[src/rtl/serial_rx_pkg.sv]
// Shared constants, state encoding and frame payload for the odd-parity serial byte receiver.
package serial_rx_pkg;

   localparam int unsigned FRAME_BITS = 11;
   localparam int unsigned DATA_BITS  = 8;
   localparam logic        ODD_PARITY = 1'b1;

   localparam int unsigned ST_W = 3;
   typedef logic [ST_W-1:0] state_t;

   localparam state_t ST_IDLE   = 3'd0;
   localparam state_t ST_START  = 3'd1;
   localparam state_t ST_DATA   = 3'd2;
   localparam state_t ST_PARITY = 3'd3;
   localparam state_t ST_STOP   = 3'd4;
   localparam state_t ST_BREAK  = 3'd5;

   // Byte plus its error flags as handed to the consumer.
   typedef struct packed {
      logic [DATA_BITS-1:0] data;
      logic                 perr;
      logic                 ferr;
   } rx_frame_t;

   // High when the nine received bits do not XOR to the odd-parity value.
   function automatic logic parity_err(input logic [DATA_BITS-1:0] data, input logic par);
      return (^{data, par}) != ODD_PARITY;
   endfunction

endpackage

[src/rtl/serial_rx_sync.sv]
// Two-flop synchroniser for the asynchronous serial line; resets to the idle level.
module serial_rx_sync (
   input  logic clk,
   input  logic rst,
   input  logic d,
   output logic q
);

   logic [1:0] sync_q;

   always_ff @(posedge clk or negedge rst) begin
      if (!rst) begin
         sync_q <= 2'b11;
      end else begin
         sync_q <= {sync_q[0], d};
      end
   end

   assign q = sync_q[1];

endmodule

[src/rtl/serial_rx_frame_ctrl.sv]
// Oversampling frame controller: times and samples each bit at mid-bit, checks
// odd parity and stop bit, and delivers the byte over valid/ready with overrun detection.
module serial_rx_frame_ctrl
   import serial_rx_pkg::*;
#(
   parameter int unsigned CLKS_PER_BIT = 16,
   parameter int unsigned CNT_W        = $clog2(CLKS_PER_BIT)
) (
   input  logic                 clk,
   input  logic                 rst,
   input  logic                 i_data,
   output logic [DATA_BITS-1:0] o_byte,
   output logic                 o_valid,
   input  logic                 i_ready,
   output logic                 o_perr,
   output logic                 o_ferr,
   output logic                 o_overrun,
   output logic                 o_busy
);

   localparam int unsigned    IDX_W    = $clog2(FRAME_BITS);
   localparam logic [CNT_W-1:0] CNT_HALF = CNT_W'(CLKS_PER_BIT / 2 - 1);
   localparam logic [CNT_W-1:0] CNT_LAST = CNT_W'(CLKS_PER_BIT - 1);
   localparam logic [IDX_W-1:0] IDX_LAST = IDX_W'(DATA_BITS - 1);

   logic rx_s;

   serial_rx_sync u_sync (
      .clk (clk),
      .rst (rst),
      .d   (i_data),
      .q   (rx_s)
   );

   state_t               state_q,   state_d;
   logic [CNT_W-1:0]     cnt_q,     cnt_d;
   logic [IDX_W-1:0]     idx_q,     idx_d;
   logic [DATA_BITS-1:0] shift_q,   shift_d;
   logic                 par_q,     par_d;
   rx_frame_t            frame_q,   frame_d;
   logic                 valid_q,   valid_d;
   logic                 overrun_q, overrun_d;
   logic                 busy_q,    busy_d;
   logic                 bit_end;

   // State and datapath registers.
   always_ff @(posedge clk or negedge rst) begin
      if (!rst) begin
         state_q   <= ST_IDLE;
         cnt_q     <= '0;
         idx_q     <= '0;
         shift_q   <= '0;
         par_q     <= 1'b0;
         frame_q   <= '0;
         valid_q   <= 1'b0;
         overrun_q <= 1'b0;
         busy_q    <= 1'b0;
      end else begin
         state_q   <= state_d;
         cnt_q     <= cnt_d;
         idx_q     <= idx_d;
         shift_q   <= shift_d;
         par_q     <= par_d;
         frame_q   <= frame_d;
         valid_q   <= valid_d;
         overrun_q <= overrun_d;
         busy_q    <= busy_d;
      end
   end

   // Next-state, bit timing and delivery logic.
   always_comb begin
      state_d   = state_q;
      cnt_d     = cnt_q;
      idx_d     = idx_q;
      shift_d   = shift_q;
      par_d     = par_q;
      frame_d   = frame_q;
      valid_d   = valid_q;
      overrun_d = 1'b0;
      bit_end   = (cnt_q == CNT_LAST);

      if (valid_q && i_ready) begin
         valid_d = 1'b0;
      end

      case (state_q)
         ST_IDLE: begin
            if (!rx_s) begin
               state_d = ST_START;
               cnt_d   = '0;
            end
         end

         // Confirm the start bit at its midpoint; a high line here is a glitch.
         ST_START: begin
            if (cnt_q == CNT_HALF) begin
               cnt_d   = '0;
               idx_d   = '0;
               state_d = rx_s ? ST_IDLE : ST_DATA;
            end else begin
               cnt_d = cnt_q + CNT_W'(1);
            end
         end

         ST_DATA: begin
            if (bit_end) begin
               shift_d = {rx_s, shift_q[DATA_BITS-1:1]};
               cnt_d   = '0;
               idx_d   = idx_q + IDX_W'(1);
               if (idx_q == IDX_LAST) begin
                  state_d = ST_PARITY;
               end
            end else begin
               cnt_d = cnt_q + CNT_W'(1);
            end
         end

         ST_PARITY: begin
            if (bit_end) begin
               par_d   = rx_s;
               cnt_d   = '0;
               idx_d   = idx_q + IDX_W'(1);
               state_d = ST_STOP;
            end else begin
               cnt_d = cnt_q + CNT_W'(1);
            end
         end

         // Leaving at mid-stop-bit lets a back-to-back start bit be caught.
         ST_STOP: begin
            if (bit_end) begin
               cnt_d = '0;
               if (!valid_q || i_ready) begin
                  frame_d.data = shift_q;
                  frame_d.perr = parity_err(shift_q, par_q);
                  frame_d.ferr = !rx_s;
                  valid_d      = 1'b1;
               end else begin
                  overrun_d = 1'b1;
               end
               state_d = rx_s ? ST_IDLE : ST_BREAK;
            end else begin
               cnt_d = cnt_q + CNT_W'(1);
            end
         end

         ST_BREAK: begin
            if (rx_s) begin
               state_d = ST_IDLE;
            end
         end

         default: begin
            state_d = ST_IDLE;
         end
      endcase

      busy_d = (state_d != ST_IDLE);
   end

   assign o_byte    = frame_q.data;
   assign o_perr    = frame_q.perr;
   assign o_ferr    = frame_q.ferr;
   assign o_valid   = valid_q;
   assign o_overrun = overrun_q;
   assign o_busy    = busy_q;

endmodule

[config.mk]
export PLATFORM = sky130hd
export DESIGN_NAME = serial_rx_frame_ctrl
export DESIGN_NICKNAME = d
export VERILOG_FILES = /design/src/rtl/serial_rx_pkg.sv /design/src/rtl/serial_rx_sync.sv /design/src/rtl/serial_rx_frame_ctrl.sv
export SDC_FILE = /design/constraint.sdc
export NUM_CORES = 1
export LEC_CHECK = 0
export ABC_AREA = 0
export ABC_CLOCK_PERIOD_IN_PS = 2200
export CAP_MARGIN = 25
export CORE_MARGIN = 5
export CORE_UTILIZATION = 55
export CTS_CLUSTER_SIZE = 30
export DETAILED_ROUTE_END_ITERATION = 10
export GPL_TIMING_DRIVEN = 0
export PLACE_DENSITY_LB_ADDON = 0.3
export SYNTH_ARGS = -nofsm -noshare
export SYNTH_HDL_FRONTEND = slang
export SYNTH_HIERARCHICAL = 1
export SYNTH_SLANG_ARGS = --single-unit
[constraint.sdc]
create_clock -name clk -period 2.2 [get_ports clk]
set_clock_uncertainty 0.2 [all_clocks]
set_input_delay 0.55 -clock clk [delete_from_list [all_inputs] [get_ports clk]]
set_output_delay 0.55 -clock clk [all_outputs]
set_load 0.01 [all_outputs]
======== Yosys cells after proc, flatten, opt, wreduce, memory -nomap -nowiden ========
Index checks and enable logic that the tools add are counted.
word-level totals
  register bits ........................... 35
  latch bits .............................. 0
  bits in writable memories ............... 0
  bits in read-only memories .............. 0
  input port bits ......................... 4
  output and inout port bits .............. 13
  logic and storage cells ................. 66
  memories kept ........................... 0
cells by class
  add/sub/neg operators ................... 2
  multipliers ............................. 0
  divide/modulo/power cells ............... 0
  order comparisons ....................... 0
  equal/unequal tests ..................... 11
  shifts and indexed selects .............. 0
  multiplexer cells ....................... 24
  bitwise gates (word level) .............. 1
  reductions and logical operators ........ 16
operators with widths
  kind                                                  number
  two-way mux 3 bit                                     8
  two-way mux 4 bit                                     5
  case mux 3 bit (6 select lines)                       1
  case mux 4 bit (3 select lines)                       1
  parity 9 bit                                          1
  adder 4 x 1 -> 4 bit (second input constant)          2
  equality test 4 x 3 -> 1 bit (second input constant)  2
  case mux 4 bit (2 select lines)                       1
  two-way mux 1 bit                                     7
  equality test 3 x 2 -> 1 bit (second input constant)  2
  equality test 3 bit (second input constant)           2
  AND reduction 2 bit                                   3
  AND reduction 3 bit                                   2
  nonzero test 3 bit                                    2
  equality test 4 bit (second input constant)           1
  != test 2 bit (second input constant)                 2
  equality test 3 x 1 -> 1 bit (second input constant)  1
  logical NOT 3 bit                                     1
  OR reduction 3 bit                                    1
  logical NOT 1 bit                                     2
  two-way mux 2 bit                                     1
  != test 2 x 1 -> 1 bit (second input constant)        1
  nonzero test 2 bit                                    1
  OR reduction 2 bit                                    1
  other kinds (3)                                       3

======== Logic depth before layout (Yosys ltp) ========
  depth in word-level cells ............... 5
  gate-level depth with buffers ........... 7
  mapped depth without buffers ............ 5

======== By module ========
Netlist, hierarchy kept.
by module, submodules not included
  module                times used  cells an instance  area each (um^2)  sequential area each (um^2)
  serial_rx_frame_ctrl  1           140                1586.5            825.8
  serial_rx_sync        1           2                  52.6              52.6

======== Worst setup path before layout ========
Ideal clock, no wire load.
  kind .................................... register -> register
  from .................................... reg cnt_q[0]
  to ...................................... reg frame_q (netlist bit o_byte[1])
  library setup time ...................... 0.125 ns
  data arrival time ....................... 1.578 ns
  required time ........................... 1.875 ns
  path slack .............................. 0.297 ns
  stages on the path, launching flop included .. 7
  path buffers ............................ 2
  clock period less this slack ............ 1.903 ns
  cell sequence ........................... dfrtp_1 ha_1 and3_1 buf_2 nand4_1 buf_2 mux2_2
on the way
  word-level cells in the longest chain between the ends .. 2
ends and longest elaborated chain
  element                        line                        text
  from (decl)                    serial_rx_frame_ctrl.sv:36  logic [CNT_W-1:0] cnt_q, cnt_d;
  from (signal assigned)         serial_rx_frame_ctrl.sv:60  cnt_q <= cnt_d;
  equality test 4 bit            serial_rx_frame_ctrl.sv:81  bit_end = (cnt_q == CNT_LAST);
  AND reduction 3 bit (no line)  -
  to (signal assigned)           serial_rx_frame_ctrl.sv:64  frame_q <= frame_d;
  to (decl)                      serial_rx_frame_ctrl.sv:40  rx_frame_t frame_q, frame_d;
Every way passes these cells.
A chain may end at the register's enable or synchronous reset.

======== Final worst setup path ========
  from .................................... reg cnt_q[0]
  to ...................................... reg busy_q (netlist: o_busy)
on the way
  word-level cells in the longest chain between the ends .. 4
  elaborated cells between the ends (all ways) .. 8
  classes of those cells .................. 2 x eq/ne; 5 x mux; 1 x reduce/logical
ends and longest elaborated chain
  element                                                                     line                                                    text
  equality test 4 bit / equality test 4 x 3 -> 1 bit (equally long branches)  serial_rx_frame_ctrl.sv:81, serial_rx_frame_ctrl.sv:97
  two-way mux 3 bit (on tied branches)                                        -
  case mux 3 bit (6 select lines) (*)                                         serial_rx_frame_ctrl.sv:87                              case (state_q)
  nonzero test 3 bit (*)                                                      serial_rx_frame_ctrl.sv:159                             busy_d = (state_d != ST_IDLE);
  via busy_d                                                                  serial_rx_frame_ctrl.sv:43                              logic busy_q, busy_d;
  to (signal assigned)                                                        serial_rx_frame_ctrl.sv:67                              busy_q <= busy_d;
  to (decl)                                                                   serial_rx_frame_ctrl.sv:43
Mark *: on every way through the listed nets, which the timed path passes. The rest lies on a longest branch.

==> run summary <==
• **initial drt markers** 17
• **number of nets in the finished design** 171
• **area of the mapped netlist** 0.00164 mm^2
• **remaining antenna violation count after routing** 0
• **cell-internal power** 1360 uW
• **status** finished clean
• **average instance area after synthesis** 11.5 um^2
• **class of the most critical hold timing path** in -> async
• **post-synthesis sequential area ratio** 0.536
• **maximum fanout count along the critical path** 6
• **number of gates given a new drive strength after cts** 0
• **Tcrit/Tclk final** 0.943
• **number of slew-limit violations in the final report** 0
• **sum of negative setup slack** 0 ns
• **Layout area overhead** 18.4%
• **Worst IR Drop VDD** 659 uV
• **first-pass iteration count of the detailed router** 4
• **die footprint** 0.00417 mm^2
• **mux cell area share after synthesis** 0.103
• **DR DRC count** 0
• **total core area** 0.00281 mm^2
• **Antenna Cells** 0
• **routed len/inst** 15.3 um
• **number of buffers added by the clock tree synthesis step** 5
• **die span in x** 64.6 um
• **via count of the first global-routing pass** 1155
• **fill cell total of the finished layout** 228
• **Worst Setup End Kind** flip-flop
• **PnR Total Power** 1990 uW
• **number of vias per cell** 5.90
• **adder and majority cell fraction of the synthesized area** 0.0153
• **Max Cap Violations** 0
• **kind of critical path** reg -> reg
• **Longest Clk Path Bufs** 2
• **library cells used by synthesis** 38
• **Post-Place Cells** 189
• **first-pass GRT wire length** 5.33 mm
• **compound-cell area share of the yosys netlist** 0.137
• **global route total overflow** 0
• **total buffers and inverters traversed by the critical path** 1
• **number of port buffers** 16
• **synthesized-area fraction occupied by and/or/nand/nor cells** 0.121
• **critical path, cell by cell** ha_1 > and2_1 > clkbuf_1 > a32o_1 > a221oi_2 > o211ai_1
• **initial antenna violation count** 0
• **die span in y** 64.6 um
• **portion of total power attributed to combinational logic** 0.290
• **leading cell type in the layout, fill and taps excluded** dfrtp_1
• **Warnings, synthesis** 6
• **reported net switching power** 628 uW
• **Clock transition at path regs** 0.11 ns
• **transition time at the pin with the least slew margin** 0.757 ns
• **switching share of total power** 0.316
• **cells on worst reg2reg path** 6
• **Detailed Place HPWL** 2.09 mm
• **TritonCTS clock tree** yes
• **Num Clock Sinks** 35
• **via count of the routed design** 1162
• **FP Rows** 19
• **fraction of layout instances using a drive strength above 1** 0.205
• **non-filler cells in the finished layout** 197
• **worst reg-to-reg setup slack** 0.13 ns
• **Post-Syn Nets** 148
• **setup repair after global routing missed its margin** no
• **combinational family with the most area after synthesis** compound AO/OA/AOI/OAI gates
• **final setup vio count** 0
• **Final Routed Wirelength** 3.02 mm
• **most frequent cells in the layout** 33 x dfrtp_1, 16 x o21ai_0, 15 x nand2_1, 15 x mux2_2, 15 x clkdlybuf4s50_1
• **postcts setup bufs** 0
• **root cell of the clock tree** clkbuf_4
• **later-pin clock latency in the skew report** 0.34 ns
• **final number of hold-violating endpoints** 0
• **cell area after placement** 0.00183 mm^2
• **initial standard-cell utilization of the core** 0.584
• **headroom to the max-slew limit** 0.495
• **timing-limited maximum frequency** 482 MHz
• **GPL Wtd Cong** 0.870
• **global-route usage over all layers** 0.165
• **power share of the clock group** 0.285
• **leakage power** 0.000881 uW
• **kind of cell with the highest combined delay on the critical path** compound AO/OA/AOI/OAI gates
• **number of placed I/O pins** 17
• **number of synthesized register bits** 35
• **CP startpoint kind** flip-flop
• **instance count of the mapped netlist** 142
• **number of buffers inserted for hold repair after clock tree synthesis** 0
• **count of flip-flops with a built-in enable after synthesis** 0
• **parity-gate share of the synthesized area counting xor and xnor cells** 0.0618
• **Tmin final** 2.07 ns
• **maximum level of the CTS H-tree** 2
• **Worst EP arrival** 2.06 ns
• **capturing point of the worst reg2reg path** o_busy$_DFF_PN0_
• **cell area power density** 1020 mW/mm^2
• **maximum number of pins on one net before global-route repair** 36
• **FFs w/ async S/R, synth** 1.00
• **part of the total power dissipated in sequential elements** 0.425
• **slowest cell on the critical path** dfrtp_1
• **Non-Filler Cell Area, Final** 0.00194 mm^2
• **CP peak stage delay** 0.42 ns
• **worst endpoint required time** 2.19 ns
• **predominant post-synthesis flop cell** dfrtp_1
• **worst reg2reg startpoint** cnt_q[0]$_DFFE_PN0P_
==> how the worst max path moves through the flow <==
stage | to | slack (ns) | cells past startpoint | from
after floorplan | o_byte[1]$_DFFE_PN0P_ | 0.30 | 6 | cnt_q[0]$_DFFE_PN0P_
after global placement | o_byte[4]$_DFFE_PN0P_ | -0.33 | 1 | rst
after detailed placement | o_byte[6]$_DFFE_PN0P_ | -0.02 | 5 | i_ready
after CTS | o_busy$_DFF_PN0_ | 0.07 | 6 | cnt_q[0]$_DFFE_PN0P_
after global routing | o_busy$_DFF_PN0_ | 0.03 | 6 | cnt_q[0]$_DFFE_PN0P_
final | o_busy$_DFF_PN0_ | 0.13 | 6 | cnt_q[0]$_DFFE_PN0P_
==> cell usage after synthesis (all sizes together), types with 2 or more instances <==
| cell | number | area (um^2) |
|---|---|---|
| a21oi | 3 | 15.0 |
| and2 | 2 | 12.5 |
| buf | 3 | 21.3 |
| clkbuf | 4 | 15.0 |
| dfrtp | 33 | 826 |
| dfstp | 2 | 52.6 |
| ha | 2 | 25.0 |
| inv | 2 | 7.51 |
| mux2 | 15 | 169 |
| nand2 | 15 | 56.3 |
| nand2b | 6 | 37.5 |
| nand3 | 4 | 20.0 |
| nor2 | 3 | 11.3 |
| nor2b | 3 | 18.8 |
| o21ai | 17 | 85.1 |
| xnor2 | 7 | 61.3 |
| xor2 | 2 | 17.5 |
==> layer usage <==
| layer | GRT usage | share of wire | vias to the layer above |
|---|---|---|---|
| met1 | 0.221 | 0.45 | 566 |
| met2 | 0.256 | 0.48 | 35 |
| li1 | - | - | 551 |
| met5 | 0 | 0 | - |
| met4 | 0.0765 | 0.025 | 0 |
| met3 | 0.0380 | 0.038 | 10 |
==> through the flow <==
step,utilization,hold WS [ns],worst slack [ns]
final,0.692,0.0684,0.125
after global routing,0.692,0.133,0.0262
after CTS,0.690,0.0970,0.0694
after detailed placement,0.653,0.149,-0.0157
after global placement,0.655,0.146,-0.334
after floorplan,-,0.0544,0.297
==> cell type report <==
type	instances	area [um^2]	area share
plain buffers	7	36.3	0.0187
repair buffers	16	155	0.0799
well taps	31	38.8	0.0200
multi-input cells	98	723	0.373
inverters	2	7.51	0.00387
flip-flops and latches	35	878	0.453
clock inverters	2	60.1	0.0309
clock buffers	6	41.3	0.0213
==> kinds of logic (layout without fill, tap and decap cells) <==
group,count (synthesis),in the layout
xor+xnor,10,10
simple gates,38,38
mux,15,15
flops,35,35
fa+ha+maj,2,2
buf+inv,9,33
compound gates,33,33
==> state kept, by name, indices dropped and copies added, names as in the netlist <==
name / count
o_ferr: 1
shift_q: 8
o_byte: 8
par_q: 1
state_q: 3
cnt_q: 4
o_overrun: 1
u_sync/sync_q: 2
idx_q: 4
o_busy: 1
o_valid: 1
o_perr: 1
==> power by group through the flow <==
stage	Clock [uW]	Sequential (uW)	Combinational, uW
final	566	845	576
after global routing	607	862	652
after CTS	571	843	567
after detailed placement	0	854	560
after global placement	0	847	533
after floorplan	0	833	435
Note: power is estimated with default switching activity, not from simulation.
